<file path="config.mk">
export PLATFORM = sky130hd
export DESIGN_NAME = verif_run_ctrl
export DESIGN_NICKNAME = d
export VERILOG_FILES = /design/src/rtl/verif_pkg.sv /design/src/rtl/verif_pulse_timer.sv /design/src/rtl/verif_run_ctrl.sv
export SDC_FILE = /design/constraint.sdc
export NUM_CORES = 1
export LEC_CHECK = 0
export CAP_MARGIN = 40
export CORE_MARGIN = 3
export CORE_UTILIZATION = 49
export DETAILED_ROUTE_END_ITERATION = 6
export DONT_BUFFER_PORTS = 1
export PLACE_DENSITY_LB_ADDON = 0.12
export SYNTH_ARGS = -nofsm -noshare
export SYNTH_HDL_FRONTEND = slang
export SYNTH_SLANG_ARGS = --single-unit
export TNS_END_PERCENT = 1
</file>
<file path="constraint.sdc">
create_clock -name clk -period 2.6 [get_ports clk]
set_clock_uncertainty 0.05 [all_clocks]
set_input_delay 0.52 -clock clk [delete_from_list [all_inputs] [get_ports clk]]
set_output_delay 0.52 -clock clk [all_outputs]
set_load 0.01 [all_outputs]
</file>
<file path="src/rtl/verif_pkg.sv">
// rtl/verif_pkg.sv - shared run-control types, defaults and helpers
package verif_pkg;

    // Run sequencing states of the test-run controller
    typedef enum logic [2:0] {
        IDLE   = 3'd0,
        LAUNCH = 3'd1,
        RUN    = 3'd2,
        CHECK  = 3'd3,
        DONE   = 3'd4
    } run_state_t;

    // Static run-control constants, used as parameter defaults
    localparam int MAX_LOOP_COUNT        = 3;
    localparam int STOP_AT_ERROR         = 0;
    localparam int HEART_BEAT            = 1;
    localparam int HEART_BEAT_CYCLES_DEF = 1000;
    localparam int TIMEOUT_CYCLES_DEF    = 10000;

    // Number of set bits in a channel vector (channels are at most 32 wide)
    function automatic logic [5:0] popcount(input logic [31:0] v);
        logic [5:0] n;
        n = '0;
        for (int i = 0; i < 32; i++) begin
            n = n + {5'd0, v[i]};
        end
        return n;
    endfunction

endpackage

</file>
<file path="src/rtl/verif_pulse_timer.sv">
// rtl/verif_pulse_timer.sv - enabled period counter with one-cycle tick on its last count
module verif_pulse_timer #(
    parameter int PERIOD = 8
) (
    input  logic clk,
    input  logic rst_n,
    input  logic en,
    input  logic clr,
    output logic tick_o
);

    localparam int CNT_W = (PERIOD > 1) ? $clog2(PERIOD) : 1;
    localparam logic [CNT_W-1:0] LAST = CNT_W'(PERIOD - 1);

    logic [CNT_W-1:0] r_cnt;
    logic             w_at_last;

    assign w_at_last = (r_cnt == LAST);
    assign tick_o    = en && w_at_last;

    // Count enabled cycles and wrap after the last one; clear has priority
    always_ff @(posedge clk or negedge rst_n) begin
        if (!rst_n) begin
            r_cnt <= '0;
        end else if (clr) begin
            r_cnt <= '0;
        end else if (en) begin
            r_cnt <= w_at_last ? '0 : r_cnt + CNT_W'(1);
        end
    end

endmodule

</file>
<file path="src/rtl/verif_run_ctrl.sv">
// rtl/verif_run_ctrl.sv - multi-loop test-run sequencer with error tracking, heartbeat and watchdog
module verif_run_ctrl #(
    parameter int NUM_CH            = 4,
    parameter int MAX_LOOP_COUNT    = verif_pkg::MAX_LOOP_COUNT,
    parameter int HEART_BEAT_EN     = verif_pkg::HEART_BEAT,
    parameter int HEART_BEAT_CYCLES = verif_pkg::HEART_BEAT_CYCLES_DEF,
    parameter int TIMEOUT_CYCLES    = verif_pkg::TIMEOUT_CYCLES_DEF,
    parameter int STOP_AT_ERROR     = verif_pkg::STOP_AT_ERROR,
    parameter int ERR_CNT_W         = 16,
    localparam int LOOP_W           = $clog2(MAX_LOOP_COUNT + 1)
) (
    input  logic                 clk,
    input  logic                 rst_n,
    input  logic                 start_i,
    input  logic [NUM_CH-1:0]    ch_done_i,
    input  logic [NUM_CH-1:0]    ch_err_i,
    output logic                 loop_start_o,
    output logic                 busy_o,
    output logic                 heartbeat_o,
    output logic [LOOP_W-1:0]    loop_cnt_o,
    output logic [ERR_CNT_W-1:0] err_cnt_o,
    output logic [NUM_CH-1:0]    err_ch_mask_o,
    output logic                 timeout_o,
    output logic                 pass_o,
    output logic                 fail_o
);

    import verif_pkg::*;

    localparam int SUM_W = ERR_CNT_W + 6;
    localparam logic [SUM_W-1:0]  ERR_MAX   = {6'd0, {ERR_CNT_W{1'b1}}};
    localparam logic [LOOP_W-1:0] LOOP_LAST = LOOP_W'(MAX_LOOP_COUNT - 1);

    run_state_t           r_state;
    logic                 r_loop_start;
    logic                 r_busy;
    logic [LOOP_W-1:0]    r_loop_cnt;
    logic [ERR_CNT_W-1:0] r_err_cnt;
    logic [NUM_CH-1:0]    r_err_mask;
    logic [NUM_CH-1:0]    r_done_mask;
    logic                 r_timeout;
    logic                 r_pass;
    logic                 r_fail;

    logic                 w_start_ok;
    logic                 w_done_all;
    logic                 w_any_err;
    logic                 w_hb_tick;
    logic                 w_wd_tick;
    logic [5:0]           w_err_pop;
    logic [SUM_W-1:0]     w_err_sum;
    logic [ERR_CNT_W-1:0] w_err_next;

    assign w_start_ok = start_i && ((r_state == IDLE) || (r_state == DONE));
    assign w_done_all = &(r_done_mask | ch_done_i);
    assign w_any_err  = |ch_err_i;

    // Error counter advances by the number of erroring channels, clamped at all-ones
    always_comb begin
        w_err_pop  = popcount(32'(ch_err_i));
        w_err_sum  = {6'd0, r_err_cnt} + {{ERR_CNT_W{1'b0}}, w_err_pop};
        w_err_next = (w_err_sum > ERR_MAX) ? {ERR_CNT_W{1'b1}} : w_err_sum[ERR_CNT_W-1:0];
    end

    // Heartbeat spans the whole run: restarted only when a new run is launched
    verif_pulse_timer #(
        .PERIOD (HEART_BEAT_CYCLES)
    ) u_heartbeat (
        .clk    (clk),
        .rst_n  (rst_n),
        .en     (r_busy),
        .clr    (w_start_ok),
        .tick_o (w_hb_tick)
    );

    // Watchdog counts RUN cycles of the current loop; its tick marks the last allowed cycle
    verif_pulse_timer #(
        .PERIOD (TIMEOUT_CYCLES)
    ) u_watchdog (
        .clk    (clk),
        .rst_n  (rst_n),
        .en     (r_state == RUN),
        .clr    (r_state == LAUNCH),
        .tick_o (w_wd_tick)
    );

    // Run sequencer: state, loop/error bookkeeping and registered status outputs
    always_ff @(posedge clk or negedge rst_n) begin
        if (!rst_n) begin
            r_state      <= IDLE;
            r_loop_start <= 1'b0;
            r_busy       <= 1'b0;
            r_loop_cnt   <= '0;
            r_err_cnt    <= '0;
            r_err_mask   <= '0;
            r_done_mask  <= '0;
            r_timeout    <= 1'b0;
            r_pass       <= 1'b0;
            r_fail       <= 1'b0;
        end else begin
            r_loop_start <= 1'b0;
            case (r_state)
                IDLE, DONE: begin
                    if (start_i) begin
                        r_state      <= LAUNCH;
                        r_loop_start <= 1'b1;
                        r_busy       <= 1'b1;
                        r_loop_cnt   <= '0;
                        r_err_cnt    <= '0;
                        r_err_mask   <= '0;
                        r_timeout    <= 1'b0;
                        r_pass       <= 1'b0;
                        r_fail       <= 1'b0;
                    end
                end
                LAUNCH: begin
                    r_done_mask <= '0;
                    r_state     <= RUN;
                end
                RUN: begin
                    r_done_mask <= r_done_mask | ch_done_i;
                    r_err_mask  <= r_err_mask | ch_err_i;
                    r_err_cnt   <= w_err_next;
                    if ((STOP_AT_ERROR != 0) && w_any_err) begin
                        r_state <= DONE;
                        r_busy  <= 1'b0;
                        r_pass  <= 1'b0;
                        r_fail  <= 1'b1;
                    end else if (w_done_all) begin
                        r_state <= CHECK;
                    end else if (w_wd_tick) begin
                        r_state   <= DONE;
                        r_busy    <= 1'b0;
                        r_timeout <= 1'b1;
                        r_pass    <= 1'b0;
                        r_fail    <= 1'b1;
                    end
                end
                CHECK: begin
                    r_loop_cnt <= r_loop_cnt + LOOP_W'(1);
                    if (r_loop_cnt == LOOP_LAST) begin
                        r_state <= DONE;
                        r_busy  <= 1'b0;
                        r_pass  <= (r_err_cnt == '0);
                        r_fail  <= (r_err_cnt != '0);
                    end else begin
                        r_state      <= LAUNCH;
                        r_loop_start <= 1'b1;
                    end
                end
                default: begin
                    r_state <= IDLE;
                    r_busy  <= 1'b0;
                end
            endcase
        end
    end

    assign loop_start_o  = r_loop_start;
    assign busy_o        = r_busy;
    assign heartbeat_o   = (HEART_BEAT_EN != 0) ? w_hb_tick : 1'b0;
    assign loop_cnt_o    = r_loop_cnt;
    assign err_cnt_o     = r_err_cnt;
    assign err_ch_mask_o = r_err_mask;
    assign timeout_o     = r_timeout;
    assign pass_o        = r_pass;
    assign fail_o        = r_fail;

endmodule

</file>
==> impl_metrics.yaml, run 1 <==
power_and_ir_drop:
  power.density_nw_per_um2: 916
  irDropWorstVdd_mv: 0.469
  power.leakage_nw: 1.50
sta:
  setup_viol_count_final: 0
  setup-tns-final_ns: 0
  slew_viol_final: 0
  period_minus_slack_ns: 2.41
  period_share_pct: 92.6
  rsz0062_at_grt: "no"
  worst_pin_slew_ns: 0.632
  slew_headroom_pct: 57.7
  fmax_mhz: 415
  hold_viol_final: 1
  worst_hold_slack_ns: -0.00274
clock_tree:
  cts_tree: "done"
  h-tree-depth: 3
  cts-root-buf: "clkbuf_8"
  cts_sinks: 58
  clockBufferDepth: 2
  post_cts_buffers: 0
  numCtsBuffers: 9
  insertion_delay_ns: 0.32
  path_clk_slew_ns: 0.06
floorplan:
  core_region_area_um2: 6420
  rows: 29
  ioPinCount: 39
  die_w_um: 88.0
  initial_utilization_pct: 51.3
  die_h_um: 88.0
  die_area_um2: 7750
synthesis:
  ys_seq_elements: 58
  synth_fa_ha_area_share_pct: 3.34
  synth_xor_area_share_pct: 1.59
  synth.distinct_cells: 65
  synth-compound-area-share_pct: 23.2
  synth-simple-area-share_pct: 22.5
  ys_async_sr_fraction_pct: 100
  synth_top_family_by_area: "compound AO/OA/AOI/OAI gates"
  yosysWarnings: 0
  ys_seq_area_share_pct: 44.0
  syn_area_um2: 3300
  syn_nets: 368
  synth_ff_type: "dfrtp_1"
  synth_area_per_cell_um2: 9.42
  synth_edf_count: 0
  synth_mux_area_share_pct: 0.645
  netlist_instances: 350
finish:
  final_nets: 376
  diodes: 0
  areaGrowthSynthToFinish_pct: 9.38
  utilization_pct: 56.1
  layout-drive-gt1-share_pct: 11.1
  nFillCells: 576
  final_cells: 436
drt:
  post_drt_wl_per_cell_um: 17.3
  vias: 2774
  via_per_inst: 6.36
  postRouteAntennaNets: 0
  post-route-drc-count: 0
  drt_first_pass_iters: 4
  drt-initial-drc-count: 102
  wirelength_mm: 7.56
place:
  io_buffers: 0
  gp_congestion: 0.837
  hpwlAfterDp_mm: 5.26
  numPlacedInstances: 423
global_route:
  antenna_found_initial: 0
  grt_pass1_vias: 2620
  grtUsageTotal_pct: 21.5
  grt_pass1_wl_mm: 13.1
  overflow: 0
  grt_max_degree: 59
critical_path:
  critPathLaunchType: "primary input"
  path_max_fanout: 3
  end_kind: "flop"
  worstPathRequired_ns: 2.75
  critPathArrivalTime_ns: 2.56
  crit_type: "primary input to flop"
outcome:
  status: "complete, but fails checks"
  violations: "hold timing"
worst_hold_path:
  worstHoldPathType: "primary input to async pin"
flow_run:
  cap_violations: 0
[worst max-delay path, cell delays in order]
cell and delay [ns]:
fa_1 0.52, inv_1 0.05, fa_1 0.37, inv_1 0.08, fa_1 0.23, nand3_2 0.15, nor4_2 0.33, mux2i_1 0.23
nand3_1 0.09
[metrics by stage]
step	setup slack (ns)	area [µm²]	power (mW)
after floorplan	-0.000521	3320	2.29
after global placement	-0.0729	3410	2.55
after detailed placement	-0.154	3410	2.58
after CTS	0.204	3600	3.34
after global routing	0.0644	3600	3.60
final	0.192	3600	3.30
[report_power, final]
| group | switching (mW) | internal [mW] |
|---|---|---|
| clock | 0.316 | 0.403 |
| sequential | 0.293 | 1.10 |
| combinational | 0.720 | 0.469 |
| total | 1.33 | 1.97 |
[repair_timing]
| action | CTS | global route |
|---|---|---|
| gates resized for setup | 0 | 0 |
| endpoints found under the hold margin | 58 | 0 |
| hold buffers | 1 | 0 |
[state kept, by name (all words and copies together), names as in the netlist]
signal / cells
r_state: 3
err_ch_mask_o: 4
loop_cnt_o: 2
r_done_mask: 4
u_heartbeat.r_cnt: 10
u_watchdog.r_cnt: 14
loop_start_o: 1
pass_o: 1
busy_o: 1
fail_o: 1
err_cnt_o: 16
timeout_o: 1
[final timing paths]
| kind | from | cells past startpoint | slack [ns] | end |
|---|---|---|---|---|
| worst min register to register | u_watchdog.r_cnt[13] | 1 | 0.43 | u_watchdog.r_cnt[13] |
| min in group clk | ch_err_i[1] | 1 | 0.28 | err_ch_mask_o[1] |
| worst max-delay path | ch_err_i[0] | 9 | 0.19 | err_cnt_o[10] |
| worst min-delay path | rst_n | 1 | -0.003 | u_heartbeat.r_cnt[6] |
| worst max register to register | err_cnt_o[0] | 8 | 0.37 | err_cnt_o[10] |
| max in group asynchronous | rst_n | 1 | 2.23 | err_cnt_o[0] |
[cells in the mapped netlist (all sizes together) (5+ instances only)]
master / count / share of area, %
a21oi: 15 / 2.4
nand2: 27 / 3.2
nor4: 8 / 1.5
o21ai: 32 / 4.9
nor2: 23 / 2.6
a31oi: 13 / 2.5
nand4: 9 / 1.7
o211ai: 11 / 2.5
clkbuf: 11 / 1.3
buf: 7 / 2.0
nor3: 6 / 0.91
nand2b: 6 / 1.1
inv: 12 / 1.4
and2: 5 / 0.95
nand3: 22 / 3.3
a22o: 5 / 1.3
dfrtp: 58 / 44
and3: 5 / 0.95
[logic make-up (layout without fill, tap and decap cells)]
group | after synthesis | after routing
compound gates | 111 | 111
xor+xnor | 6 | 6
fa+ha+maj | 7 | 7
buf+inv | 30 | 39
flops | 58 | 58
mux | 2 | 2
simple gates | 136 | 136
[layout by cell type (no fill, tap or decap), types with 3 or more instances in the layout]
master      n
nand2_1    26
nor2b_1     3
fa_1        3
dfrtp_1    58
buf_4      14
nand3b_1    3
nor3_1      5
or3_1       3
nand3_1    21
and2_1      3
and4_1      4
xor2_1      4
clkbuf_8   12
a22o_1      5
a21o_1      4
o211ai_1   11
o21ai_0    32
a31oi_1    13
inv_1      12
ha_1        4
o22ai_1     3
nand4_1     9
a21oi_1    14
nand2b_1    6
o2111ai_1   3
nor4_1      7
nor2_1     23
and3_1      5
[layout make-up]
class	count	area, µm²	share of cell area (%)
multi-input combinational	262	1710	47.6
clock buffer	12	165	4.58
timing repair buffer	15	133	3.68
tap	77	96.3	2.67
sequential	58	1450	40.3
inverter	12	45.0	1.25
[routing by layer]
layer  vias to the layer above  share of wire, %  GRT usage (%)
met5                         -                 0              0
met4                         0              0.75           8.10
met3                         5               5.7           5.08
met2                        73                46           31.8
met1                      1346                47           30.6
li1                       1350                 -              -
Power figures use the tool's default switching activity.
==> inputs of run 2 (changes only) <==
- CAP_MARGIN: 40 -> 30
- CORE_UTILIZATION: 49 -> 60
- GPL_TIMING_DRIVEN: not set -> 0
==> run 2 against run 1 <==
The flow now finishes without violations; total power increased by 8.7%; clock power is 28% higher; core utilization rose by 14 points; fmax is 3.0% lower; first-iteration DRC count grew 110%; worst hold slack improved by 0.27 ns; flip-flop and latch count unchanged; largest cell class unchanged; largest power group unchanged.
==> impl_metrics.yaml, run 2 (same netlist as run 1, synthesis figures left out) <==
outcome:
  status: "finished clean"
drt:
  post-route-drc-count: 0
  dr_wl_met2_mm: 3.71
  drt-initial-drc-count: 211
  dr_wl_met3_um: 531
  drt_first_pass_iters: 5
  via_per_inst: 6.54
  wirelength_mm: 7.88
  wl_met1_mm: 3.55
  postRouteAntennaNets: 0
  vias: 2865
  post_drt_wl_per_cell_um: 18.0
  highest-signal-layer: "met4"
power_and_ir_drop:
  power.density_nw_per_um2: 977
  power.leakage_nw: 1.51
  irDropWorstVdd_mv: 0.542
  total_power_mw: 3.59
floorplan:
  ioPinCount: 39
  core_region_area_um2: 5200
  die_w_um: 80.1
  initial_utilization_pct: 63.3
  die_h_um: 80.1
  die_area_um2: 6420
  rows: 26
finish:
  diodes: 0
  layout-drive-gt1-share_pct: 10.1
  largest_register_ffs: 16
  final_nets: 381
  layout_common_cells: "dfrtp_1, o21ai_0, nand2_1, nor2_1, nand3_1"
  layout_commonest_cell: "dfrtp_1"
  areaGrowthSynthToFinish_pct: 11.4
clock_tree:
  cts_tree: "done"
  numCtsBuffers: 9
  h-tree-depth: 3
  path_clk_slew_ns: 0.07
  clockBufferDepth: 2
  insertion_delay_ns: 0.34
  cts-root-buf: "clkbuf_8"
  cts_sinks: 58
global_route:
  overflow: 0
  grtUsageTotal_pct: 26.5
  grt_pass1_wl_mm: 13.2
  grt_max_degree: 59
  grt_pass1_vias: 2729
  antenna_found_initial: 0
critical_path:
  path_max_fanout: 8
  critPathLaunchType: "primary input"
  crit_type: "primary input to flop"
  r2r_setup_slack_ns: 0.25
  end_kind: "flop"
  critPathArrivalTime_ns: 2.70
  worstPathRequired_ns: 2.82
place:
  io_buffers: 0
  hpwlAfterDp_mm: 5.36
  gp_congestion: 0.867
  post-place-ws_ns: -0.277
sta:
  hold_viol_final: 0
  slew_headroom_pct: 55.6
  fmax_mhz: 403
  worst_pin_slew_ns: 0.666
  setup_viol_count_final: 0
  period_minus_slack_ns: 2.48
  rsz0062_at_grt: "no"
  setup-tns-final_ns: 0
  fin_ws_ns: 0.117
  slew_viol_final: 0
  period_share_pct: 95.5
worst_hold_path:
  worstHoldPathType: "primary input to flop"
flow_run:
  cap_violations: 0
[run 2: layout make-up]
type                       count  area [µm²]
buffer                        17         108
clock buffer                  11         141
clock inverter                 5        77.6
fill                         411        1530
inverter                      12        45.0
multi-input combinational    262        1720
sequential                    58        1450
tap                           70        87.6
timing repair buffer           3        45.0
[run 2: through the flow]
step	hold slack, ns	std cells	util (%)	instance area [µm²]
final	0.268	438	70.6	3670
after detailed placement	0.176	420	65.5	3410
after global placement	0.176	420	65.5	3410
after CTS	0.254	438	70.4	3660
after floorplan	0.174	350	-	3320
after global routing	0.254	438	70.6	3670
[run 2: path summary, 6_finish.rpt]
kind | startpoint | to | cells past startpoint
setup / recovery | ch_err_i[0] | err_cnt_o[15] | 7
hold / removal | ch_err_i[0] | err_ch_mask_o[0] | 1
setup reg to reg | err_cnt_o[0] | err_cnt_o[15] | 6
hold reg to reg | u_watchdog.r_cnt[13] | u_watchdog.r_cnt[13] | 1
max in group asynchronous | rst_n | u_heartbeat.r_cnt[6] | 2
min in group asynchronous | rst_n | err_cnt_o[7] | 2
[run 2: where the power goes]
part           switching [mW]  total (mW)  internal [mW]
clock network           0.356       0.919          0.563
logic                   0.805        1.31          0.502
registers               0.262        1.36           1.10
total                    1.42        3.59           2.16
[run 2: worst max-delay path, stage by stage]
cell	delay [ns]
fa_1	0.51
inv_1	0.05
fa_1	0.38
nor2b_1	0.21
o2111ai_1	0.34
or4_1	0.59
nand3_1	0.09
[run 2: timing repair]
item | 4_1_cts | 5_1_grt
endpoints found under the hold margin | 58 | 0
resized for setup | 0 | 3
endpoints found under the setup margin | 0 | 11
setup buffers | 0 | 1
hold buffers | 2 | 0
[run 2: layer usage]
| layer | GRT usage [%] | vias up |
|---|---|---|
| met1 | 35.6 | 1414 |
| met4 | 9.12 | 0 |
| met3 | 8.07 | 10 |
| li1 | - | 1353 |
| met5 | 0 | - |
| met2 | 40.8 | 88 |
